<file path="config.mk">
export PLATFORM = sky130hd
export DESIGN_NAME = uart_rx_fifo
export DESIGN_NICKNAME = d
export VERILOG_FILES = /design/src/rtl/uart_pkg.sv /design/src/rtl/uart_rx_fifo_sync_fifo.sv /design/src/rtl/uart_rx_fifo.sv
export SDC_FILE = /design/constraint.sdc
export NUM_CORES = 1
export LEC_CHECK = 0
export CELL_PAD_IN_SITES_DETAIL_PLACEMENT = 0
export CELL_PAD_IN_SITES_GLOBAL_PLACEMENT = 1
export CORE_MARGIN = 3
export CORE_UTILIZATION = 35
export DETAILED_ROUTE_END_ITERATION = 12
export PLACE_DENSITY = 0.63
export SYNTH_ARGS = -nofsm -noshare
export SYNTH_HDL_FRONTEND = slang
export SYNTH_SLANG_ARGS = --single-unit
export TNS_END_PERCENT = 100
</file>
<file path="constraint.sdc">
create_clock -name clk -period 3.3 [get_ports clk]
set_clock_uncertainty 0.15 [all_clocks]
set_input_delay 0.33 -clock clk [delete_from_list [all_inputs] [get_ports clk]]
set_output_delay 0.33 -clock clk [all_outputs]
set_load 0.02 [all_outputs]
</file>
<file path="src/rtl/uart_pkg.sv">
// uart_pkg: shared state type, oversampling constants and baud divider helper
// for the UART receive path.
package uart_pkg;

    typedef enum logic [2:0] {
        IDLE,
        START,
        DATA,
        STOP,
        BREAK,
        PARITY
    } rx_state_e;

    localparam int OVERSAMPLE_C = 16;
    localparam int MID_SAMPLE_C = 8;

    // Clocks per oversample tick, rounded to the nearest integer.
    function automatic int calc_div(input int clk_hz, input int baud);
        return (clk_hz + baud * (OVERSAMPLE_C / 2)) / (baud * OVERSAMPLE_C);
    endfunction

endpackage

</file>
<file path="src/rtl/uart_rx_fifo_sync_fifo.sv">
// sync_fifo: show-ahead FIFO; the head entry is presented on pop_data while
// the FIFO is non-empty. A push into a full FIFO is accepted only when a pop
// frees a slot in the same cycle.
module sync_fifo #(
    parameter int WIDTH = 8,
    parameter int DEPTH = 16
) (
    input  logic                   clk,
    input  logic                   rst_n,
    input  logic                   push,
    input  logic [WIDTH-1:0]       push_data,
    input  logic                   pop,
    output logic [WIDTH-1:0]       pop_data,
    output logic [$clog2(DEPTH):0] count,
    output logic                   full,
    output logic                   empty
);

    localparam int PTR_W = $clog2(DEPTH);
    localparam int CNT_W = PTR_W + 1;

    logic [WIDTH-1:0] mem [DEPTH];
    logic [PTR_W-1:0] wr_ptr;
    logic [PTR_W-1:0] rd_ptr;
    logic             do_push;
    logic             do_pop;

    assign full     = (count == CNT_W'(DEPTH));
    assign empty    = (count == '0);
    assign do_pop   = pop && !empty;
    assign do_push  = push && (!full || do_pop);
    // Empty reads as zero so the head output is defined out of reset.
    assign pop_data = empty ? '0 : mem[rd_ptr];

    // Storage write.
    // NOTE: the data array has no reset; entries are only read once written,
    // and leaving it reset-free lets it map onto plain RAM/flops without a reset tree.
    always_ff @(posedge clk) begin
        if (do_push) mem[wr_ptr] <= push_data;
    end

    // Pointers wrap modulo DEPTH; the extra count bit separates full from empty.
    always_ff @(posedge clk or negedge rst_n) begin
        if (!rst_n) begin
            wr_ptr <= '0;
            rd_ptr <= '0;
            count  <= '0;
        end else begin
            if (do_push) wr_ptr <= wr_ptr + PTR_W'(1);
            if (do_pop)  rd_ptr <= rd_ptr + PTR_W'(1);
            case ({do_push, do_pop})
                2'b10:   count <= count + CNT_W'(1);
                2'b01:   count <= count - CNT_W'(1);
                default: count <= count;
            endcase
        end
    end

endmodule

</file>
<file path="src/rtl/uart_rx_fifo.sv">
// uart_rx_fifo: 16x-oversampled 8N1 UART receiver feeding a show-ahead FIFO,
// with sticky frame_err/overrun flags and break detection.
// Optional build macro UART_RX_PARITY_EN: 8E1 framing with a sticky parity_err output.
module uart_rx_fifo #(
    parameter int CLK_HZ     = 50_000_000,
    parameter int BAUD       = 115200,
    parameter int OVERSAMPLE = 16,
    parameter int FIFO_DEPTH = 16
) (
    input  logic                        clk,
    input  logic                        rst_n,
    input  logic                        uart_rx,
    output logic [7:0]                  rx_data,
    output logic                        rx_valid,
    input  logic                        rx_ready,
    output logic [$clog2(FIFO_DEPTH):0] fifo_count,
    output logic                        frame_err,
    output logic                        overrun,
    input  logic                        err_clr,
`ifdef UART_RX_PARITY_EN
    output logic                        parity_err,
`endif
    output logic                        break_det
);

    import uart_pkg::*;

    localparam int              DIV      = calc_div(CLK_HZ, BAUD);
    localparam int              DW       = $clog2(DIV);
    localparam int              SW       = $clog2(OVERSAMPLE);
    localparam logic [DW-1:0]   DIV_LAST = DW'(DIV - 1);
    localparam logic [SW-1:0]   MID_LAST = SW'(MID_SAMPLE_C - 1);
    localparam logic [SW-1:0]   BIT_LAST = SW'(OVERSAMPLE_C - 1);

    rx_state_e      state, state_d;
    logic           rx_s1, rx_s2, rx_prev;
    logic [1:0]     fill;
    logic [DW-1:0]  baud_cnt;
    logic [SW-1:0]  samp_cnt;
    logic [2:0]     bit_idx;
    logic [7:0]     shreg;
    logic           tick, start_edge, mid_start, full_bit;
    logic           rephase, samp_clr, bit_clr, shift_en;
    logic           byte_push, frame_set, ovr_set;
    logic           fifo_full, fifo_empty;
`ifdef UART_RX_PARITY_EN
    logic           par_load, par_bad, par_mismatch;
`endif

    assign tick       = (baud_cnt == DIV_LAST);
    assign start_edge = rx_prev && !rx_s2;
    assign mid_start  = tick && (samp_cnt == MID_LAST);
    assign full_bit   = tick && (samp_cnt == BIT_LAST);
    assign break_det  = (state == BREAK);
    assign rx_valid   = !fifo_empty;
    assign ovr_set    = byte_push && fifo_full && !(rx_valid && rx_ready);

    // Two-flop synchronizer plus edge history. fill marks when the chain holds
    // real line samples, so a line already low at reset release is not a start.
    always_ff @(posedge clk or negedge rst_n) begin
        if (!rst_n) begin
            rx_s1   <= 1'b1;
            rx_s2   <= 1'b1;
            fill    <= 2'b00;
            rx_prev <= 1'b0;
        end else begin
            // NOTE: non-blocking assignments make every flop sample its
            // pre-edge input, which is what builds a real shift chain here.
            rx_s1   <= uart_rx;
            rx_s2   <= rx_s1;
            fill    <= {fill[0], 1'b1};
            rx_prev <= fill[1] && rx_s2;
        end
    end

    // FSM state register.
    always_ff @(posedge clk or negedge rst_n) begin
        if (!rst_n) state <= IDLE;
        else        state <= state_d;
    end

    // Next-state and datapath control decode.
    always_comb begin
        // NOTE: every output gets a default first so no path infers a latch.
        state_d   = state;
        rephase   = 1'b0;
        samp_clr  = 1'b0;
        bit_clr   = 1'b0;
        shift_en  = 1'b0;
        byte_push = 1'b0;
        frame_set = 1'b0;
`ifdef UART_RX_PARITY_EN
        par_load  = 1'b0;
`endif
        case (state)
            IDLE: begin
                if (start_edge) begin
                    state_d  = START;
                    rephase  = 1'b1;
                    samp_clr = 1'b1;
                end
            end
            START: begin
                if (mid_start) begin
                    samp_clr = 1'b1;
                    if (rx_s2) begin
                        state_d = IDLE;
                    end else begin
                        state_d = DATA;
                        bit_clr = 1'b1;
                    end
                end
            end
            DATA: begin
                if (full_bit) begin
                    shift_en = 1'b1;
                    if (bit_idx == 3'd7) begin
`ifdef UART_RX_PARITY_EN
                        state_d = PARITY;
`else
                        state_d = STOP;
`endif
                    end
                end
            end
`ifdef UART_RX_PARITY_EN
            PARITY: begin
                if (full_bit) begin
                    par_load = 1'b1;
                    state_d  = STOP;
                end
            end
`endif
            STOP: begin
                if (full_bit) begin
                    if (rx_s2) begin
`ifdef UART_RX_PARITY_EN
                        byte_push = !par_bad;
`else
                        byte_push = 1'b1;
`endif
                        state_d   = IDLE;
                    end else begin
                        frame_set = 1'b1;
                        state_d   = BREAK;
                    end
                end
            end
            BREAK: begin
                if (rx_s2) state_d = IDLE;
            end
            default: state_d = IDLE;
        endcase
    end

    // Baud tick counter, sample counter, bit index and LSB-first shifter.
    always_ff @(posedge clk or negedge rst_n) begin
        if (!rst_n) begin
            baud_cnt <= '0;
            samp_cnt <= '0;
            bit_idx  <= '0;
            shreg    <= '0;
        end else begin
            if (rephase || tick) baud_cnt <= '0;
            else                 baud_cnt <= baud_cnt + DW'(1);
            if (samp_clr)  samp_cnt <= '0;
            else if (tick) samp_cnt <= samp_cnt + SW'(1);
            if (bit_clr)       bit_idx <= '0;
            else if (shift_en) bit_idx <= bit_idx + 3'd1;
            if (shift_en) shreg <= {rx_s2, shreg[7:1]};
        end
    end

    // Sticky error flags; a new error in the same cycle as err_clr wins.
    always_ff @(posedge clk or negedge rst_n) begin
        if (!rst_n) begin
            frame_err <= 1'b0;
            overrun   <= 1'b0;
        end else begin
            if (frame_set)    frame_err <= 1'b1;
            else if (err_clr) frame_err <= 1'b0;
            if (ovr_set)      overrun <= 1'b1;
            else if (err_clr) overrun <= 1'b0;
        end
    end

`ifdef UART_RX_PARITY_EN
    assign par_mismatch = rx_s2 ^ (^shreg);

    // Even-parity check of the received byte and its sticky flag.
    always_ff @(posedge clk or negedge rst_n) begin
        if (!rst_n) begin
            par_bad    <= 1'b0;
            parity_err <= 1'b0;
        end else begin
            if (par_load) par_bad <= par_mismatch;
            if (par_load && par_mismatch) parity_err <= 1'b1;
            else if (err_clr)             parity_err <= 1'b0;
        end
    end
`endif

    sync_fifo #(
        .WIDTH (8),
        .DEPTH (FIFO_DEPTH)
    ) u_fifo (
        .clk       (clk),
        .rst_n     (rst_n),
        .push      (byte_push),
        .push_data (shreg),
        .pop       (rx_ready),
        .pop_data  (rx_data),
        .count     (fifo_count),
        .full      (fifo_full),
        .empty     (fifo_empty)
    );

endmodule

</file>
==> impl_metrics.env, run 1 <==
export IMPL_status="finished clean"
export IMPL_synth_top_area_share=0.536
export IMPL_syn_avg_cell_area_um2=17.1
export IMPL_drcViolationCount=0
export IMPL_ir_drop_mv=0.483
export IMPL_yosys_warnings=0
export IMPL_synth_fp_nets=437
export IMPL_synth_top_family_by_area="multiplexers"
export IMPL_worst_slack_ns=0.142
export IMPL_cts_buffer_depth=2
export IMPL_fin_crit_sh=0.957
export IMPL_path_clk_slew_ns=0.07
export IMPL_synth_compound_area_frac=0.0300
export IMPL_antenna_cells=0
export IMPL_synth_seq_area_share=0.687
export IMPL_fmax_mhz=317
export IMPL_vias_per_cell=5.02
export IMPL_synthCells=418
export IMPL_power_leakage_nw=3.35
export IMPL_worst_ep_required_time_ns=3.49
export IMPL_area_growth_pct=16.0
export IMPL_layout_common_cells="edfxtp_1, dfrtp_1, mux4_2, mux2_2, clkdlybuf4s50_1"
export IMPL_yosys_area_share_adder=0.0244
export IMPL_drv_cap=0
export IMPL_setup_worst_path_end_class="flip-flop"
export IMPL_power_density_mw_per_mm2=690
export IMPL_insertion_delay_ns=0.42
export IMPL_path_class="flip-flop to flip-flop"
export IMPL_layout_commonest_cell="edfxtp_1"
export IMPL_grt_max_degree=44
export IMPL_hold_class="input pin to flip-flop"
export IMPL_cts_buffers=17
export IMPL_synth_edf_count=128
export IMPL_rsz0062_at_grt="true"
export IMPL_synthXorXnorAreaFrac=0.0220
export IMPL_core_mm2=0.0198
export IMPL_grt_use_total=0.131
export IMPL_maxSlewHeadroom=0.347
export IMPL_cts_sinks=171
export IMPL_grt_first_pass_wirelength_um=21800
export IMPL_first_pass_iters=4
export IMPL_synth_largest_area_cell="edfxtp_1"
export IMPL_fin_nets=467
export IMPL_cts_max_level=4
export IMPL_syn_area_mm2=0.00717
export IMPL_worstPathArrival_ns=3.35
export IMPL_ys_ff_latch=171
export IMPL_async_flop_share=0.251
export IMPL_tightest_slew_ns=0.980
export IMPL_dp_hpwl_um=8800
export IMPL_wl_per_cell_um=18.9
export IMPL_io_buffers=21
export IMPL_grt_ovfl_total=0
export IMPL_rows=51
export IMPL_start_util=0.362
export IMPL_hold_violations=0
export IMPL_crit_fanout=11
export IMPL_ys_flop_type="edfxtp_1"
export IMPL_die_h_um=149
export IMPL_drt_wl_total_um=13700
export IMPL_synthSimpleGateAreaFrac=0.0721
export IMPL_fin_crit_ns=3.16
export IMPL_cts_root_buffer_cell="clkbuf_16"
export IMPL_ys_types=49
export IMPL_cts_tree="built"
export IMPL_dieArea_mm2=0.0222
export IMPL_slew_violations=0
export IMPL_drive_above_1_share=0.230
export IMPL_setup_violations=0
export IMPL_ioPinCount=22
export IMPL_gp_congestion=0.706
export IMPL_grt_antenna_before_repair=0
export IMPL_place_ws_ns=0.135
export IMPL_drt_iter0_drc=183
export IMPL_synth_area_mux_share=0.144
export IMPL_die_w_um=149
export IMPL_antenna_left=0
export IMPL_synthTopCellsByArea="edfxtp_1, dfrtp_1, mux4_2"
export IMPL_start_kind="flip-flop"
export IMPL_power_mw=5.74
export IMPL_vias=3646
export IMPL_postCtsSetupBuffers=0
export IMPL_grt_pass1_vias=3778
cell families (layout without fill, tap and decap cells):
kind of cell | after synthesis | count (layout)
compound gates | 35 | 35
xor+xnor | 18 | 18
fa+ha+maj | 14 | 14
buf+inv | 32 | 75
flops | 171 | 171
mux | 61 | 61
other cells | 1 | 1
simple gates | 86 | 86
synthesized netlist by cell type, types with 6 or more instances:
library cell	n
clkbuf_1	9
mux2i_1	10
dfrtp_1	41
nor2_1	15
mux4_2	32
edfxtp_1	128
a21oi_1	10
xor2_1	7
xnor2_1	11
o21ai_0	11
buf_2	10
inv_1	11
ha_1	14
and3_1	17
nand3_1	6
nand2_1	10
mux2_2	19
final cells by class:
class	instances	area, um^2
inverters	11	43.8
repair buffers	32	308
fillers	1754	11500
well taps	265	332
clock inverters	15	155
flip-flops and latches	171	4920
multi-input cells	215	2130
clock buffers	17	425
repair_timing:
action,CTS,global route
endpoints found under the setup margin,0,3
hold buffers,1,0
endpoints found under the hold margin,41,0
resized for setup,0,2
flip-flops by register name, indices dropped and copies added (netlist names), 2 cells and up:
| name | cells |
|---|---|
| baud_cnt | 5 |
| u_fifo.count | 5 |
| u_fifo.rd_ptr | 4 |
| state | 3 |
| fill | 2 |
| shreg | 8 |
| bit_idx | 3 |
| u_fifo.wr_ptr | 4 |
| u_fifo.mem | 128 |
| samp_cnt | 4 |
final timing paths:
path | start | end | slack (ns) | cells after the start
worst max register to register | baud_cnt[0]$_DFF_PN0_ | u_fifo.count[4]$_DFFE_PN0P_ | 0.14 | 13
worst max-delay path | baud_cnt[0]$_DFF_PN0_ | u_fifo.count[4]$_DFFE_PN0P_ | 0.14 | 13
min in group asynchronous | rst_n | u_fifo.count[1]$_DFFE_PN0P_ | 0.46 | 2
worst min-delay path | uart_rx | rx_s1$_DFF_PN1_ | 0.17 | 1
worst min register to register | fill[0]$_DFF_PN0_ | fill[1]$_DFF_PN0_ | 0.20 | 0
max in group asynchronous | rst_n | u_fifo.rd_ptr[1]$_DFFE_PN0P_ | 1.88 | 2
report_power, final:
part | switching [mW] | internal, mW | total, mW
combinational | 0.639 | 0.606 | 1.24
sequential | 0.160 | 2.39 | 2.55
clock | 0.879 | 1.07 | 1.95
total | 1.68 | 4.06 | 5.74
worst max-delay path, stage by stage (launching register included):
cell and delay, ns:
dfrtp_1 0.41, inv_1 0.07, ha_2 0.20, nand4b_4 0.16
or4_4 0.58, nor3_4 0.18, inv_4 0.06, ha_4 0.20
xor2_1 0.17, ha_2 0.20, o211ai_1 0.19, nand2b_1 0.08
a221o_1 0.31, nor3_1 0.12
stage by stage:
step	cells	hold slack [ns]	util	area, um^2	TNS [ns]
floorplan	418	-0.116	-	7200	0
global placement	693	0.183	0.390	7720	0
detailed placement	693	0.189	0.390	7720	0
CTS	726	0.150	0.420	8310	0
global route	726	0.167	0.420	8310	-0.0358
finish	726	0.170	0.420	8310	0
routing by layer:
layer | up-vias | track usage | part of all wire
met5 | - | 0 | 0
met4 | 0 | 0.0330 | 0.0084
met3 | 13 | 0.0362 | 0.036
met2 | 58 | 0.206 | 0.49
met1 | 1897 | 0.181 | 0.47
li1 | 1678 | - | -
No activity file was read; power rests on OpenSTA's default activity.
==> run 2, diff against run 1 <==
--- a/config.mk
+++ b/config.mk
@@ -7,8 +7,8 @@
 export LEC_CHECK = 0
+export ABC_AREA = 1
 export CELL_PAD_IN_SITES_DETAIL_PLACEMENT = 0
 export CELL_PAD_IN_SITES_GLOBAL_PLACEMENT = 1
-export CORE_MARGIN = 3
 export CORE_UTILIZATION = 35
 export DETAILED_ROUTE_END_ITERATION = 12
-export PLACE_DENSITY = 0.63
+export PLACE_DENSITY = 0.67
 export SYNTH_ARGS = -nofsm -noshare
==> constraint.sdc (replaced) <==
create_clock -name clk -period 3.3 [get_ports clk]
set_clock_uncertainty 0.15 [all_clocks]
set_input_delay 0.66 -clock clk [delete_from_list [all_inputs] [get_ports clk]]
set_output_delay 0.66 -clock clk [all_outputs]
set_load 0.02 [all_outputs]
==> impl_metrics.env, run 2 <==
export IMPL_synth_common_cells="nand2_1, edfxtp_1, nand3_1"
export IMPL_fin_crit_ns=3.00
export IMPL_ys_types=32
export IMPL_synth_seq_area_share=0.662
export IMPL_setup_violations=0
export IMPL_largest_reg_flops=128
export IMPL_vias=5007
export IMPL_slew_violations=0
export IMPL_async_flop_share=0.251
export IMPL_start_kind="flip-flop"
export IMPL_status="finished clean"
export IMPL_use_met3=0.0352
export IMPL_antenna_left=0
export IMPL_path_class="flip-flop to output port"
export IMPL_grt_use_met1=0.235
export IMPL_ys_flop_type="edfxtp_1"
export IMPL_synth_most_common_cell="nand2_1"
export IMPL_grtUsageMet2=0.265
export IMPL_synth_largest_area_cell="edfxtp_1"
export IMPL_fin_crit_sh=0.910
export IMPL_power_mw=6.58
export IMPL_dieArea_mm2=0.0218
export IMPL_cts_buffers=17
export IMPL_die_h_um=148
export IMPL_drive_above_1_share=0.0967
export IMPL_cts_max_level=4
export IMPL_antenna_cells=0
export IMPL_dpl_cell_area_mm2=0.00808
export IMPL_maxSlewHeadroom=0.309
export IMPL_syn_area_mm2=0.00744
export IMPL_hold_class="flip-flop to flip-flop"
export IMPL_rows=52
export IMPL_dp_hpwl_um=10600
export IMPL_crit_fanout=24
export IMPL_drv_cap=0
export IMPL_ioPinCount=22
export IMPL_power_leakage_nw=3.64
export IMPL_busiest_layer="met2"
export IMPL_insertion_delay_ns=0.43
export IMPL_io_buffers=21
export IMPL_tightest_slew_ns=1.04
export IMPL_worstPathArrival_ns=2.19
export IMPL_synth_edf_count=128
export IMPL_grt_first_pass_wirelength_um=27500
export IMPL_fmax_mhz=333
export IMPL_core_mm2=0.0206
export IMPL_setup_worst_path_end_class="output port"
export IMPL_synth_top_area_share=0.517
export IMPL_grt_antenna_before_repair=0
export IMPL_ys_ff_latch=171
export IMPL_synth_fp_nets=724
export IMPL_fill_cells=1970
export IMPL_grt_max_degree=67
export IMPL_fin_tns_setup_ns=0
export IMPL_wl_per_cell_um=16.4
export IMPL_cts_hold_buf=0
export IMPL_grt_pass1_vias=5085
export IMPL_cts_sinks=171
export IMPL_yosys_warnings=0
export IMPL_grt_ovfl_total=0
export IMPL_path_clk_slew_ns=0.07
export IMPL_fin_nets=761
export IMPL_ir_drop_mv=0.406
export IMPL_cts_tree="built"
export IMPL_layout_common_cells="nand2_1, edfxtp_1, nand3_1, dfrtp_1, inv_1"
export IMPL_vias_per_cell=4.88
export IMPL_drt_wl_total_um=16800
export IMPL_reg_top3="u_fifo.mem x128, shreg x8"
export IMPL_rsz0062_at_grt="false"
export IMPL_finalInstanceArea_mm2=0.00864
export IMPL_power_density_mw_per_mm2=762
export IMPL_cts_buffer_depth=2
export IMPL_worst_ep_required_time_ns=2.49
export IMPL_regMostFlops="u_fifo.mem"
export IMPL_die_w_um=148
export IMPL_cts_root_buffer_cell="clkbuf_16"
export IMPL_layout_commonest_cell="nand2_1"
export IMPL_start_util=0.362
export IMPL_area_growth_pct=16.1
export IMPL_hold_violations=0
export IMPL_synthTopCellsByArea="edfxtp_1, dfrtp_1, nand2_1"
export IMPL_drt_iter0_drc=494
export IMPL_syn_avg_cell_area_um2=10.6
export IMPL_drcViolationCount=0
export IMPL_synthCells=705
export IMPL_grt_use_total=0.167
export IMPL_first_pass_iters=7
export IMPL_gp_congestion=0.792
==> run 2: area by class of cell <==
class,count,area [um^2],share of cell area
Multi-Input combinational cell,465,2230,0.258
Sequential cell,171,4920,0.570
Timing Repair Buffer,46,443,0.0513
Tap cell,270,338,0.0391
Inverter,41,156,0.0181
Clock inverter,14,120,0.0139
Clock buffer,18,429,0.0497
==> run 2: metal layers <==
metal	up-vias	wire (um)	share of wire
met5	-	0	0
met4	0	117	0.0070
met3	11	865	0.052
met2	119	7780	0.46
met1	2433	8010	0.48
li1	2444	-	-
==> run 2: kinds of logic (layout without fill, tap and decap cells) <==
kind of cell / after synthesis / in the layout / synth area share
and+or+nand+nor: 406 / 406 / 0.239
DFF: 171 / 171 / 0.662
buffers and inverters: 69 / 119 / 0.0389
AOI/OAI and AO/OA: 32 / 32 / 0.0224
adders and majority gates: 14 / 14 / 0.0235
xor gates and xnor gates: 12 / 12 / 0.0141
other: 1 / 1 / 0.000504
==> run 2: what timing repair did <==
item / CTS / global route
resized for setup: 5 / 5
setup endpoints to repair: 8 / 5
buffers inserted: 0 / 0
cloned: 0 / 0
==> run 2: worst max-delay path, stage by stage (launching register included) <==
cell,delay (ns)
dfrtp_2,0.43
clkinv_2,0.18
buf_12,0.20
nand2_1,0.07
nand3_1,0.06
nand3_1,0.12
nand2_1,0.13
nand2_1,0.06
a21oi_1,0.16
dlygate4sd2_1,0.36
==> run 2: stage by stage <==
step / worst slack [ns] / std cells / hold slack (ns) / util
after floorplan: 0.636 / 705 / 0.181 / -
after global placement: 0.319 / 993 / 0.186 / 0.393
after detailed placement: 0.258 / 993 / 0.187 / 0.393
after CTS: 0.00711 / 1025 / 0.207 / 0.420
after global routing: 0.140 / 1025 / 0.217 / 0.420
final: 0.297 / 1025 / 0.206 / 0.420
==> run 2: final timing paths <==
check,from,endpoint,slack [ns],depth (start not counted)
min in group asynchronous,rst_n,state[1]$_DFFE_PN0P_,0.27,1
max in group asynchronous,rst_n,u_fifo.rd_ptr[0]$_DFFE_PN0P_,2.03,1
worst min register to register,rx_s1$_DFF_PN1_,rx_s2$_DFF_PN1_,0.21,0
worst max register to register,u_fifo.count[0]$_DFFE_PN0P_,u_fifo.count[4]$_DFFE_PN0P_,0.37,16
worst max-delay path,u_fifo.rd_ptr[0]$_DFFE_PN0P_,rx_data[5],0.30,9
worst min-delay path,rx_s1$_DFF_PN1_,rx_s2$_DFF_PN1_,0.21,0
==> run 2: power breakdown <==
part           switching [mW]  internal [mW]  total [mW]
clock                   0.841           1.04        1.88
combinational            1.40          0.774        2.17
sequential              0.132           2.40        2.53
